==> src/rtl/arc_run_halt_pkg.sv <==
// rtl/arc_run_halt_pkg.sv - shared types and encodings for the run/halt requester
package arc_run_halt_pkg;

  typedef enum logic [2:0] {
    IDLE = 3'd0,
    WAKE = 3'd1,
    REQ  = 3'd2,
    REL  = 3'd3,
    RESP = 3'd4
  } state_t;

  localparam logic [1:0] RSP_OK       = 2'd0;
  localparam logic [1:0] RSP_ACK_TO   = 2'd1;
  localparam logic [1:0] RSP_REL_TO   = 2'd2;
  localparam logic [1:0] RSP_MISMATCH = 2'd3;

  localparam logic OP_HALT = 1'b0;
  localparam logic OP_RUN  = 1'b1;

  // A completed handshake must leave the core in the state the op asked for.
  function automatic logic [1:0] done_code(input logic op, input logic halted);
    if (((op == OP_HALT) && !halted) || ((op == OP_RUN) && halted))
      return RSP_MISMATCH;
    return RSP_OK;
  endfunction

endpackage

==> src/rtl/arc_run_halt_requester_if.sv <==
// rtl/arc_run_halt_requester_if.sv - command/response and core handshake bundle
// Optional macro ARC_RUN_HALT_WAKE_EN adds arc_wake_evt_a.
interface arc_run_halt_requester_if;

  logic       cmd_valid;
  logic       cmd_ready;
  logic       cmd_op;
  logic       rsp_valid;
  logic [1:0] rsp_code;
  logic       arc_halt_req_a;
  logic       arc_run_req_a;
  logic       arc_halt_ack;
  logic       arc_run_ack;
  logic       sys_halt_r;
  logic       sys_sleep_r;
`ifdef ARC_RUN_HALT_WAKE_EN
  logic       arc_wake_evt_a;
`endif

  modport slave (
    input  cmd_valid, cmd_op, arc_halt_ack, arc_run_ack, sys_halt_r, sys_sleep_r,
    output cmd_ready, rsp_valid, rsp_code, arc_halt_req_a, arc_run_req_a
`ifdef ARC_RUN_HALT_WAKE_EN
    , output arc_wake_evt_a
`endif
  );

  modport master (
    output cmd_valid, cmd_op, arc_halt_ack, arc_run_ack, sys_halt_r, sys_sleep_r,
    input  cmd_ready, rsp_valid, rsp_code, arc_halt_req_a, arc_run_req_a
`ifdef ARC_RUN_HALT_WAKE_EN
    , input arc_wake_evt_a
`endif
  );

endinterface

==> src/rtl/arc_sync_bit.sv <==
// rtl/arc_sync_bit.sv - multi-flop single-bit synchroniser, sync active-low reset
module arc_sync_bit #(
  parameter int SYNC_STAGES = 2
) (
  input  logic clk,
  input  logic rst_n,
  input  logic i_d,
  output logic o_q
);

  logic [SYNC_STAGES-1:0] r_sync;

  always_ff @(posedge clk) begin
    if (!rst_n) r_sync <= '0;
    else        r_sync <= {r_sync[SYNC_STAGES-2:0], i_d};
  end

  assign o_q = r_sync[SYNC_STAGES-1];

endmodule

==> src/rtl/arc_run_halt_requester.sv <==
// rtl/arc_run_halt_requester.sv - 4-phase run/halt request initiator with timeout
// Optional macro ARC_RUN_HALT_WAKE_EN adds the WAKE state and arc_wake_evt_a.
module arc_run_halt_requester
  import arc_run_halt_pkg::*;
#(
  parameter int TIMEOUT_CYCLES = 1024,
  parameter int SYNC_STAGES    = 2
) (
  input logic                     clk,
  input logic                     rst_n,
  arc_run_halt_requester_if.slave bus
);

  localparam int               CNT_W   = (TIMEOUT_CYCLES > 0) ? $clog2(TIMEOUT_CYCLES + 1) : 1;
  localparam logic [CNT_W-1:0] CNT_MAX = CNT_W'(TIMEOUT_CYCLES);

  state_t           r_state;
  state_t           w_next_state;
  logic             r_op;
  logic             w_next_op;
  logic [1:0]       r_code;
  logic [1:0]       w_next_code;
  logic [CNT_W-1:0] r_cnt;
  logic [CNT_W-1:0] w_cnt_inc;
  logic             r_halt_req;
  logic             r_run_req;

  logic w_halt_ack_s;
  logic w_run_ack_s;
  logic w_halt_s;
  logic w_sleep_s;
  logic w_ack_s;
  logic w_expire;
  logic w_accept;
  logic w_cmd_ready;
  logic w_rsp_valid;
  logic [1:0] w_rsp_code;

  arc_sync_bit #(.SYNC_STAGES(SYNC_STAGES)) u_sync_halt_ack (
    .clk(clk), .rst_n(rst_n), .i_d(bus.arc_halt_ack), .o_q(w_halt_ack_s));
  arc_sync_bit #(.SYNC_STAGES(SYNC_STAGES)) u_sync_run_ack (
    .clk(clk), .rst_n(rst_n), .i_d(bus.arc_run_ack), .o_q(w_run_ack_s));
  arc_sync_bit #(.SYNC_STAGES(SYNC_STAGES)) u_sync_halt (
    .clk(clk), .rst_n(rst_n), .i_d(bus.sys_halt_r), .o_q(w_halt_s));
  arc_sync_bit #(.SYNC_STAGES(SYNC_STAGES)) u_sync_sleep (
    .clk(clk), .rst_n(rst_n), .i_d(bus.sys_sleep_r), .o_q(w_sleep_s));

  assign w_accept  = bus.cmd_valid && w_cmd_ready;
  assign w_next_op = w_accept ? bus.cmd_op : r_op;
  // Only the ack belonging to the latched op steers the handshake.
  assign w_ack_s   = (r_op == OP_RUN) ? w_run_ack_s : w_halt_ack_s;
  assign w_cnt_inc = r_cnt + CNT_W'(1);
  assign w_expire  = (TIMEOUT_CYCLES != 0) && (w_cnt_inc == CNT_MAX);

  always_ff @(posedge clk) begin
    if (!rst_n) r_state <= IDLE;
    else        r_state <= w_next_state;
  end

  // Timeout checks come first in every waiting state so they beat a coincident ack edge.
  always_comb begin
    w_next_state = r_state;
    w_next_code  = r_code;
    unique case (r_state)
      IDLE: begin
        if (w_accept) begin
          w_next_code  = RSP_OK;
          w_next_state = REQ;
`ifdef ARC_RUN_HALT_WAKE_EN
          if ((bus.cmd_op == OP_RUN) && w_sleep_s) w_next_state = WAKE;
`endif
        end
      end
`ifdef ARC_RUN_HALT_WAKE_EN
      WAKE: begin
        if (w_expire) begin
          w_next_state = RESP;
          w_next_code  = RSP_ACK_TO;
        end else if (!w_sleep_s) begin
          w_next_state = REQ;
        end
      end
`else
      WAKE: w_next_state = IDLE;
`endif
      REQ: begin
        if (w_expire) begin
          w_next_state = RESP;
          w_next_code  = RSP_ACK_TO;
        end else if (w_ack_s) begin
          w_next_state = REL;
        end
      end
      REL: begin
        if (w_expire) begin
          w_next_state = RESP;
          w_next_code  = RSP_REL_TO;
        end else if (!w_ack_s) begin
          w_next_state = RESP;
          w_next_code  = done_code(r_op, w_halt_s);
        end
      end
      RESP:    w_next_state = IDLE;
      default: w_next_state = IDLE;
    endcase
  end

  always_comb begin
    w_cmd_ready = (r_state == IDLE) && !w_halt_ack_s && !w_run_ack_s;
    w_rsp_valid = (r_state == RESP);
    w_rsp_code  = w_rsp_valid ? r_code : RSP_OK;
  end

  always_ff @(posedge clk) begin
    if (!rst_n) begin
      r_op       <= OP_HALT;
      r_code     <= RSP_OK;
      r_halt_req <= 1'b0;
      r_run_req  <= 1'b0;
    end else begin
      r_op       <= w_next_op;
      r_code     <= w_next_code;
      r_halt_req <= (w_next_state == REQ) && (w_next_op == OP_HALT);
      r_run_req  <= (w_next_state == REQ) && (w_next_op == OP_RUN);
    end
  end

  always_ff @(posedge clk) begin
    if (!rst_n) begin
      r_cnt <= '0;
    end else if (w_next_state != r_state) begin
      r_cnt <= '0;
    end else if (((r_state == REQ) || (r_state == REL) || (r_state == WAKE)) && (r_cnt != CNT_MAX)) begin
      r_cnt <= w_cnt_inc;
    end
  end

  assign bus.cmd_ready      = w_cmd_ready;
  assign bus.rsp_valid      = w_rsp_valid;
  assign bus.rsp_code       = w_rsp_code;
  assign bus.arc_halt_req_a = r_halt_req;
  assign bus.arc_run_req_a  = r_run_req;
`ifdef ARC_RUN_HALT_WAKE_EN
  assign bus.arc_wake_evt_a = (r_state == WAKE);
`else
  logic w_unused_sleep;
  assign w_unused_sleep = w_sleep_s;
`endif

  a_one_req: assert property (@(posedge clk) disable iff (!rst_n) !(r_halt_req && r_run_req));

endmodule

==> src/flat_wrapper.sv <==
// flat-port wrapper written by rule: the top's interface ports become plain ports
module arc_run_halt_requester_flat import arc_run_halt_pkg::*;
#(
  parameter int TIMEOUT_CYCLES = 1024,
  parameter int SYNC_STAGES    = 2
)
  (clk, rst_n, bus_cmd_valid, bus_cmd_op, bus_arc_halt_ack, bus_arc_run_ack, bus_sys_halt_r, bus_sys_sleep_r, bus_cmd_ready, bus_rsp_valid, bus_rsp_code, bus_arc_halt_req_a, bus_arc_run_req_a);
  arc_run_halt_requester_if bus_i ();
  input logic clk;
  input logic rst_n;
  input wire logic [$bits(bus_i.cmd_valid)-1:0] bus_cmd_valid;
  input wire logic [$bits(bus_i.cmd_op)-1:0] bus_cmd_op;
  input wire logic [$bits(bus_i.arc_halt_ack)-1:0] bus_arc_halt_ack;
  input wire logic [$bits(bus_i.arc_run_ack)-1:0] bus_arc_run_ack;
  input wire logic [$bits(bus_i.sys_halt_r)-1:0] bus_sys_halt_r;
  input wire logic [$bits(bus_i.sys_sleep_r)-1:0] bus_sys_sleep_r;
  output wire logic [$bits(bus_i.cmd_ready)-1:0] bus_cmd_ready;
  output wire logic [$bits(bus_i.rsp_valid)-1:0] bus_rsp_valid;
  output wire logic [$bits(bus_i.rsp_code)-1:0] bus_rsp_code;
  output wire logic [$bits(bus_i.arc_halt_req_a)-1:0] bus_arc_halt_req_a;
  output wire logic [$bits(bus_i.arc_run_req_a)-1:0] bus_arc_run_req_a;
  assign bus_i.cmd_valid = bus_cmd_valid;
  assign bus_i.cmd_op = bus_cmd_op;
  assign bus_i.arc_halt_ack = bus_arc_halt_ack;
  assign bus_i.arc_run_ack = bus_arc_run_ack;
  assign bus_i.sys_halt_r = bus_sys_halt_r;
  assign bus_i.sys_sleep_r = bus_sys_sleep_r;
  assign bus_cmd_ready = bus_i.cmd_ready;
  assign bus_rsp_valid = bus_i.rsp_valid;
  assign bus_rsp_code = bus_i.rsp_code;
  assign bus_arc_halt_req_a = bus_i.arc_halt_req_a;
  assign bus_arc_run_req_a = bus_i.arc_run_req_a;
  arc_run_halt_requester #(.TIMEOUT_CYCLES(TIMEOUT_CYCLES), .SYNC_STAGES(SYNC_STAGES)) u_core (.clk(clk), .rst_n(rst_n), .bus(bus_i));
endmodule
==> config.mk <==
export PLATFORM = sky130hd
export DESIGN_NAME = arc_run_halt_requester_flat
export DESIGN_NICKNAME = d
export VERILOG_FILES = /design/src/rtl/arc_run_halt_pkg.sv /design/src/rtl/arc_run_halt_requester_if.sv /design/src/rtl/arc_sync_bit.sv /design/src/rtl/arc_run_halt_requester.sv /design/src/flat_wrapper.sv
export SDC_FILE = /design/constraint.sdc
export NUM_CORES = 1
export LEC_CHECK = 0
export BUFFER_PORTS_ARGS = -buffer_cell sky130_fd_sc_hd__buf_4
export CAP_MARGIN = 20
export CORE_MARGIN = 4
export CORE_UTILIZATION = 64
export CTS_BUF_LIST = sky130_fd_sc_hd__clkbuf_2 sky130_fd_sc_hd__clkbuf_4 sky130_fd_sc_hd__clkbuf_8
export CTS_CLUSTER_DIAMETER = 150
export DETAILED_ROUTE_END_ITERATION = 16
export PLACE_DENSITY = 0.86
export SYNTH_ARGS = -nofsm -noshare
export SYNTH_HDL_FRONTEND = slang
export SYNTH_HIERARCHICAL = 1
export SYNTH_SLANG_ARGS = --single-unit
==> constraint.sdc <==
create_clock -name clk -period 5.8 [get_ports clk]
set_clock_uncertainty 0.2 [all_clocks]
set_input_delay 0.29 -clock clk [delete_from_list [all_inputs] [get_ports clk]]
set_output_delay 0.29 -clock clk [all_outputs]
set_load 0.01 [all_outputs]
# Word-level counts from Yosys, hierarchy flattened
# Index checks and enable logic that the tools add are counted.
# word_totals
regBits	25
in_bits	8
out_inout_bits	6
wordCells	62
# op_classes
addsub	1
n_eq_ne	11
mux	20
bitwise_logic	3
reduce_logical	18
# op_table
operator	count
3-bit 2-to-1 mux	5
2-bit 2-to-1 mux	7
11-bit by 1-bit adder with 11-bit output (second input constant)	1
11-bit equality test (second input constant)	1
11-bit != test (second input constant)	1
3-bit by 2-bit equality test with 1-bit output (second input constant)	3
3-bit case mux with 3 select lines	1
1-bit logical AND	8
1-bit 2-to-1 mux	6
2-bit case mux with 3 select lines	1
2-bit by 1-bit != test with 1-bit output (second input constant)	2
4-bit AND reduction	1
3-bit by 1-bit equality test with 1-bit output (second input constant)	1
3-bit equality test (second input constant)	1
1-bit zero test	3
3-bit zero test	1
1-bit logical OR	3
3-bit != test	1
3-bit != test (second input constant)	1
1-bit NOT	3
3-bit nonzero test	1
2-bit OR reduction	1

# Longest topological paths before layout
# Gate-level depths: netlist of the first run.
# depth
depth_word	11
ltp_mapped	8
ltp_nobuf	8

# Cells and area by module
# The synthesis of the first run kept the hierarchy.
# by_module_without_submodules
module	n_inst	cells_each	area_per_inst_um2	seq_area_each_um2
arc_run_halt_requester	1	134	1171.1	380.4
arc_sync_bit	3	4	52.6	40.0

# Least setup slack after synthesis of the first run
# No wires, ideal clock.
# synth_timing
path_kind	reg2reg
startpoint	register u_core.r_cnt[0]
endpoint	register u_core.r_halt_req (netlist: u_core/bus.arc_halt_req_a)
setup_ns	0.116
arrival_time_ns	1.686
required_time_ns	5.484
slack_ns	3.799
stages_incl_launch_ff	8
path_buffers	0
path_cell_list	dfxtp_1 ha_1 nand4_1 nor2_1 mux2i_2 nand3b_4 a31o_1 and3_1
# synth_between
elab_chain_cells	6
word_cells_on_any_way	7
# synth_lines
item	line	text
from (decl)	arc_run_halt_requester.sv:23	logic [CNT_W-1:0] r_cnt;
from (signal assigned)	arc_run_halt_requester.sv:134	r_cnt <= w_cnt_inc;
11-bit by 1-bit adder with 11-bit output *	arc_run_halt_requester.sv:52	assign w_cnt_inc = r_cnt + CNT_W'(1);
11-bit equality test *	arc_run_halt_requester.sv:53	assign w_expire = (TIMEOUT_CYCLES != 0) && (w_cnt_inc == CNT_MAX);
3-bit 2-to-1 mux, on equally long branches	arc_run_halt_requester.sv:95, arc_run_halt_requester.sv:87	
3-bit case mux with 3 select lines *	arc_run_halt_requester.sv:64	unique case (r_state)
3-bit by 2-bit equality test with 1-bit output *	arc_run_halt_requester.sv:123	r_halt_req <= (w_next_state == REQ) && (w_next_op == OP_HALT);
1-bit logical AND *	arc_run_halt_requester.sv:123	
to (signal assigned)	arc_run_halt_requester.sv:123	
to (decl)	arc_run_halt_requester.sv:25	logic r_halt_req;
# Mark *: on every way between the ends. The rest lies on a longest branch, timed or not.
# A chain may end at the register's enable or synchronous reset.

# Worst setup path in the final report of the first run
# layout_timing
startpoint	register u_core.r_cnt[0]
endpoint	register u_core.r_cnt[7]
# layout_between
elab_chain_cells	6
word_cells_on_any_way	9
# layout_lines
item	line	text
11-bit by 1-bit adder with 11-bit output	arc_run_halt_requester.sv:52	
11-bit equality test	arc_run_halt_requester.sv:53	
3-bit 2-to-1 mux, on equally long branches	arc_run_halt_requester.sv:95, arc_run_halt_requester.sv:87	
3-bit case mux with 3 select lines	arc_run_halt_requester.sv:64	
3-bit != test	arc_run_halt_requester.sv:131	end else if (w_next_state != r_state) begin
2-bit OR reduction (no source line)	--	
# Several ways; a longest one is shown, not always the timed one.

==> metrics.md, run 1 <==
| Metric | Value |
|---|---|
| Status | `finished clean` |
| Vias in the first global route | `1024` |
| Post-Syn Nets | `156` |
| Top Ports | `14` |
| Worst-Margin Slew | `0.4970 ns` |
| DRT Pass-1 Iters | `4` |
| Complex-gate fraction of the synthesized area | `0.1177` |
| Post-synth cell types | `40` |
| Commonest register cell after synthesis | `dfxtp_1` |
| Die X | `53.57 um` |
| Synth Register Bits | `25` |
| Total CTS buffers | `3` |
| PD cells | `209.2 nW/um^2` |
| Core area | `1962 um^2` |
| Fill count | `153` |
| Drc violations | `0` |
| Simple-gate share of the synthesized area | `0.3390` |
| Largest net degree at the start of global routing | `16` |
| Hold EP | `u_core/u_sync_halt/r_sync[0]` |
| Area contributors post-synth | `dfxtp_1 (38%), nor2_1 (6.2%), xor2_1 (5.9%)` |
| Synth warnings | `6` |
| Antenna viol nets, final | `0` |
| Worst min path class | `primary input to register` |
| Peak supply drop | `0.1708 mV` |
| Nets | `173` |
| Antenna violations before repair | `0` |
| Hold Path Stages | `2` |
| Starting DRT DRC Count | `72` |
| Yosys top cell area share | `0.3766` |
| Die Y | `53.57 um` |
| Sequential area share after synthesis | `0.3766` |
| Crit Reg-Reg Endpoint | `u_core/r_cnt[7]` |
| Routability congestion estimate | `0.8357` |
| DR vias | `1090` |
| Final period utilization | `0.3963` |
| Fmax | `0.4350 GHz` |
| Root Buffer | `clkbuf_4` |
| Port Buffers | `12` |
| Floorplan row count | `16` |
| Critical path type | `register to register` |
| Vias per cell | `5.767` |
| Starting Density | `0.6773` |
| Longest Clk Path Bufs | `2` |
| Worst setup SP type | `register` |
| Final Slew Violations | `0` |
| Final Setup Violations | `0` |
| DIE AREA | `2869 um^2` |
| LEAKAGE | `0.6727 nW` |
| Required @ worst endpoint | `5.81 ns` |
| Final Util | `0.7589` |
| CTS clk-pin slew, worst paths | `0.15 ns` |
| Total gr overflow | `0` |
| Clock Sinks | `25` |
| Mean area per synthesized cell | `9.101 um^2` |
| Cell taking the most area after synthesis | `dfxtp_1` |
| Dpl ws | `3.507 ns` |
| Rel. slew slack | `0.6592` |
| Critical Path Fanout Max | `11` |
| Commonest non-fill, non-tap cell in the layout | `dfxtp_1` |
| Critical Path AT | `2.31 ns` |
| Diodes inserted | `0` |
| Async S/R FF share, synth | `0` |
| Worst hold path startpoint | `rst_n` |
| Total track usage | `0.2205` |
| Total Wirelength | `2687 um` |
| Synth-to-Final Area Change | `12.05%` |
| Crit path capture type | `register` |
| Share of layout cells above drive strength 1 | `0.1667` |
| Setup slack after layout | `3.501 ns` |
| Final instance area | `1489 um^2` |
| R2R Path Start | `u_core/r_cnt[0]` |
| Mux cell area share after synthesis | `0.03296` |
| Setup_tns | `0 ns` |
| Post-detail-place hpwl | `1930 um` |
| Post-route minimum period | `2.299 ns` |
| Post-Synth XOR/XNOR Area | `0.08569` |
| Post-Place Cell Area | `1429 um^2` |
| Post-Syn Area | `1329 um^2` |
| Post-synth EDFFs | `0` |
| CTS H-tree lvls | `1` |
| Final hold viol count | `0` |
| Main combinational cell family by area after synthesis | `simple AND/OR/NAND/NOR gates` |
| R2R depth | `7` |
| Adder-cell share of the synthesized area | `0.01883` |
| Max-cap viol count | `0` |
| Number of gates resized after cts | `0` |
| Most frequent cells in the layout | `dfxtp_1 (25), nor2_1 (22), buf_4 (12)` |
| RSZ-0062 raised after global routing | `false` |
| Syn Inst Count | `146` |
| Worst-skew pair later-pin latency | `0.33 ns` |
| CTS tree | `built` |
| Global-route wire length before repair | `4581 um` |
| R2R Setup Slk | `3.50 ns` |
| Post-DR wirelength/cell | `14.22 um` |
area by class of cell:
| type | instances | area [um^2] | share of cell area |
|---|---|---|---|
| clock inverters | 1 | 7.507 | 0.005042 |
| multi-input cells | 114 | 789.5 | 0.5303 |
| clock buffers | 3 | 22.52 | 0.01513 |
| inverters | 4 | 15.01 | 0.01008 |
| flip-flops and latches | 25 | 500.5 | 0.3361 |
| repair buffers | 15 | 120.1 | 0.08067 |
| well taps | 27 | 33.78 | 0.02269 |
sequential cells by signal, indices dropped and copies added (netlist names):
name and cells:
u_core/r_cnt 11, u_core/r_state 3, u_core/r_code 2, u_core/u_sync_halt/r_sync 2, u_core/u_sync_halt_ack/r_sync 2, u_core/u_sync_run_ack/r_sync 2
u_core/bus.arc_halt_req_a 1, u_core/bus.arc_run_req_a 1, u_core/r_op 1
critical path, cell delays in order, from the launching register on:
cell and delay, ns:
dfxtp_1 0.44, ha_1 0.23, nand4_1 0.10, nor2_1 0.20, mux2i_2 0.38, nand3b_4 0.12, o21bai_2 0.40, nor2_1 0.11
cells in the mapped netlist, drive strengths merged, types with 3 or more instances:
cell type,instances
nor2b,4
xor2,9
and2,9
buf,3
and3,7
nand4,4
inv,4
xnor2,4
nor2,22
dfxtp,25
o21ai,4
a21oi,6
mux2i,4
nand3,8
nand2,10
routing by layer:
metal	part of all wire	GRT usage	up-vias	wire length, um
met1	0.46	0.3034	507	1238
met5	0	0	-	0
met3	0.056	0.04155	5	151
met2	0.47	0.3388	36	1262
met4	0.013	0.08936	0	34
li1	-	-	542	-
report_power, final:
part | internal [mW] | total [mW] | switching [mW] | leakage, nW
Combinational | 0.0205 | 0.0454 | 0.0249 | 0.455
Sequential | 0.178 | 0.183 | 0.00496 | 0.204
Clock | 0.0264 | 0.0831 | 0.0566 | 0.0139
Total | 0.225 | 0.311 | 0.0865 | 0.673
what timing repair did:
| item | CTS | global route |
|---|---|---|
| hold buffers | 3 | 0 |
| setup buffers | 0 | 0 |
| hold endpoints to repair | 3 | 0 |
how the worst max path moves through the flow:
| stage | start | to |
|---|---|---|
| after floorplan | u_core/r_cnt[0] | u_core/bus.arc_halt_req_a |
| after global placement | u_core/r_cnt[0] | u_core/r_cnt[2] |
| after detailed placement | u_core/r_cnt[0] | u_core/r_cnt[7] |
| after CTS | u_core/r_cnt[0] | u_core/r_cnt[7] |
| after global routing | u_core/r_cnt[0] | u_core/r_cnt[4] |
| final | u_core/r_cnt[0] | u_core/r_cnt[7] |
kinds of logic after synthesis:
group                    after synthesis
flip-flops                            25
adder cells (fa/ha/maj)                2
AO/OA/AOI/OAI                         19
AND/OR/NAND/NOR                       76
buffers and inverters                  7
multiplexers                           4
XOR/XNOR                              13
metrics by stage:
step / total power, mW / hold WS (ns) / cells
2_1_floorplan: 0.2147 / 0.2117 / 146
4_1_cts: 0.3112 / 0.05773 / 189
3_5_place_dp: 0.2294 / 0.2266 / 182
6_report: 0.3115 / 0.07041 / 189
3_3_place_gp: 0.2266 / 0.2153 / 182
5_1_grt: 0.3242 / 0.06523 / 189
Power figures use the tool's default switching activity.
==> run 2: changes to the inputs <==
Settings changed: ABC_AREA set to 1, CORE_UTILIZATION 64 to 60, PLACE_DENSITY 0.86 to 0.81.
Clock period 5.8 ns to 2.2 ns, I/O delays scaled along.
==> metrics.md, run 2 <==
| Metric | Value |
|---|---|
| Required @ worst endpoint | `2.25 ns` |
| Worst-Margin Slew | `0.7193 ns` |
| Cell taking the most area after synthesis | `dfxtp_1` |
| Peak supply drop | `0.5243 mV` |
| Met2 Routed Length | `2319 um` |
| Die X | `56.82 um` |
| Critical Path Fanout Max | `7` |
| Syn Inst Count | `201` |
| Critical path type | `register to register` |
| Yosys top cell area share | `0.3500` |
| Root Buffer | `clkbuf_4` |
| Non-Filler Instances | `264` |
| Largest net degree at the start of global routing | `14` |
| Final Setup Violations | `4` |
| R2R Setup Slk | `-0.02 ns` |
| Top Metal Used | `met4` |
| Global-route wire length before repair | `5892 um` |
| Final hold viol count | `0` |
| Worst min path class | `primary input to register` |
| Mean area per synthesized cell | `7.115 um^2` |
| Starting Density | `0.6403` |
| Crit path capture type | `register` |
| Buffers and inverters on the worst path | `1` |
| Biggest register | `u_core/r_cnt` |
| Floorplan row count | `17` |
| Commonest non-fill, non-tap cell in the layout | `nand2_1` |
| Share of layout cells above drive strength 1 | `0.3347` |
| Fmax | `0.4497 GHz` |
| Most frequent cell after synthesis | `nand2_1` |
| LEAKAGE | `0.7919 nW` |
| Total CTS buffers | `3` |
| Largest register FFs | `11` |
| Synth-to-Final Area Change | `32.98%` |
| Routed met1 length | `1647 um` |
| Largest registers | `u_core/r_cnt (11), u_core/r_state (3)` |
| Longest Clk Path Bufs | `2` |
| Total gr overflow | `0` |
| Nets | `247` |
| CTS H-tree lvls | `1` |
| Max-cap viol count | `0` |
| Total power | `1.003 mW` |
| DIE AREA | `3229 um^2` |
| Rel. slew slack | `0.5154` |
| Antenna violations before repair | `0` |
| Post-synth cell types | `26` |
| Post-route minimum period | `2.224 ns` |
| CP max-delay cell | `dfxtp_4` |
| Area contributors post-synth | `dfxtp_1 (35%), nand2_1 (12%), inv_1 (8.1%)` |
| Synth warnings | `6` |
| DR WL met3 | `233 um` |
| Diodes inserted | `0` |
| DRT Pass-1 Iters | `4` |
| Core area | `2233 um^2` |
| Post-Syn Area | `1430 um^2` |
| Status | `finished, violations left` |
| CTS clk-pin slew, worst paths | `0.14 ns` |
| Clock Sinks | `25` |
| RSZ-0062 raised after global routing | `true` |
| Post-DR wirelength/cell | `16.91 um` |
| Final Slew Violations | `0` |
| Failing checks | `negative setup slack` |
| Post-synth EDFFs | `0` |
| Port Buffers | `12` |
| Post-detail-place hpwl | `2252 um` |
| Synth Register Bits | `25` |
| Final period utilization | `1.011` |
| Critical Path AT | `2.28 ns` |
| Sequential area share after synthesis | `0.3500` |
| Crit-path leading delay family | `simple AND/OR/NAND/NOR gates` |
| Worst setup SP type | `register` |
| Vias per cell | `5.780` |
| Drc violations | `0` |
| Starting DRT DRC Count | `129` |
| Die Y | `56.82 um` |
| Routability congestion estimate | `0.8893` |
| Total Wirelength | `4465 um` |
| Post-Syn Nets | `211` |
| Vias in the first global route | `1351` |
| Commonest register cell after synthesis | `dfxtp_1` |
| Antenna viol nets, final | `0` |
| Most frequent cells in the layout | `nand2_1 (38), inv_1 (31), buf_4 (22)` |
| PD cells | `527.3 nW/um^2` |
| CP cell instances | `ha_4 > nand3_4 > nor2_4 > nand3_1 > a21oi_4 > nand3_4 > nand3_2 > nand2_2 > clkinvlp_4 > nand3_4 > nor3_4` |
| Total track usage | `0.2323` |
| Placed Cells | `244` |
| Setup slack after layout | `-0.02352 ns` |
| CTS tree | `built` |
| Worst-skew pair later-pin latency | `0.33 ns` |
| Critical path's largest stage delay | `0.39 ns` |
| Top Ports | `14` |
| DR vias | `1526` |
| Most frequent CP cell | `nand3_4` |
| Async S/R FF share, synth | `0` |
| Top cells by count, synth | `nand2_1 (46), inv_1 (31), dfxtp_1 (25), nor2_1 (20), o21ai_0 (17)` |
[run 2: cell families after synthesis]
kind of cell               Yosys count  share of synthesized area
AOI/OAI and AO/OA                   23                    0.08486
buffers and inverters               35                     0.1050
and+or+nand+nor                    112                     0.4173
adders and majority gates            2                    0.01750
muxes                                1                   0.006999
xor gates and xnor gates             3                    0.01838
DFF                                 25                     0.3500
[run 2: repair_timing]
action / in CTS / in global routing
hold endpoints to repair: 14 / 0
setup endpoints to repair: 12 / 15
hold buffers: 8 / 0
setup buffers: 0 / 7
gates cloned: 0 / 1
pin swaps: 0 / 11
gates resized for setup: 2 / 38
[run 2: worst paths after layout]
check             cells past startpoint                           end                    startpoint
setup / recovery                     11               u_core/r_cnt[0]               u_core/r_cnt[1]
hold / removal                        4               u_core/r_cnt[8]                 bus_cmd_valid
setup reg to reg                     11               u_core/r_cnt[0]               u_core/r_cnt[1]
hold reg to reg                       2  u_core/u_sync_halt/r_sync[1]  u_core/u_sync_halt/r_sync[0]
[run 2: area by class of cell]
cell class              instances  area, um^2
repair buffers                 33       287.8
clock buffers                   4       30.03
multi-input cells             142       912.1
flip-flops and latches         25       513.0
well taps                      28       35.03
fillers                       121       331.6
inverters                      32       123.9
[run 2: where the power goes]
| group | total [mW] | internal (mW) | switching [mW] | leakage, nW |
|---|---|---|---|---|
| combinational | 0.269 | 0.105 | 0.164 | 0.565 |
| clock | 0.223 | 0.0834 | 0.139 | 0.0184 |
| sequential | 0.511 | 0.483 | 0.0277 | 0.208 |
[run 2: routing by layer]
| metal | vias to the layer above | global-route usage |
|---|---|---|
| met1 | 704 | 0.2587 |
| met3 | 31 | 0.02759 |
| met5 | - | 0 |
| li1 | 713 | - |
| met4 | 0 | 0.08940 |
| met2 | 78 | 0.4406 |
[run 2: worst min-delay path, stage by stage]
cell and delay (ns):
buf_4 0.08, nand2_1 0.26, nand3_4 0.24, nor3_2 0.04
[run 2: stage by stage]
step / setup TNS [ns] / worst slack [ns] / cell area, um^2 / util / hold slack (ns)
after floorplan: 0 / 0.1576 / 1430 / - / 0.003453
after global placement: 0 / 0.04325 / 1583 / 0.7087 / 0.08426
after detailed placement: -0.6251 / -0.09879 / 1583 / 0.7087 / 0.09140
after CTS: 0 / 0.01665 / 1703 / 0.7625 / 0.03945
after global routing: -0.9943 / -0.1408 / 1902 / 0.8515 / 0.2181
final: -0.05035 / -0.02352 / 1902 / 0.8515 / 0.2296
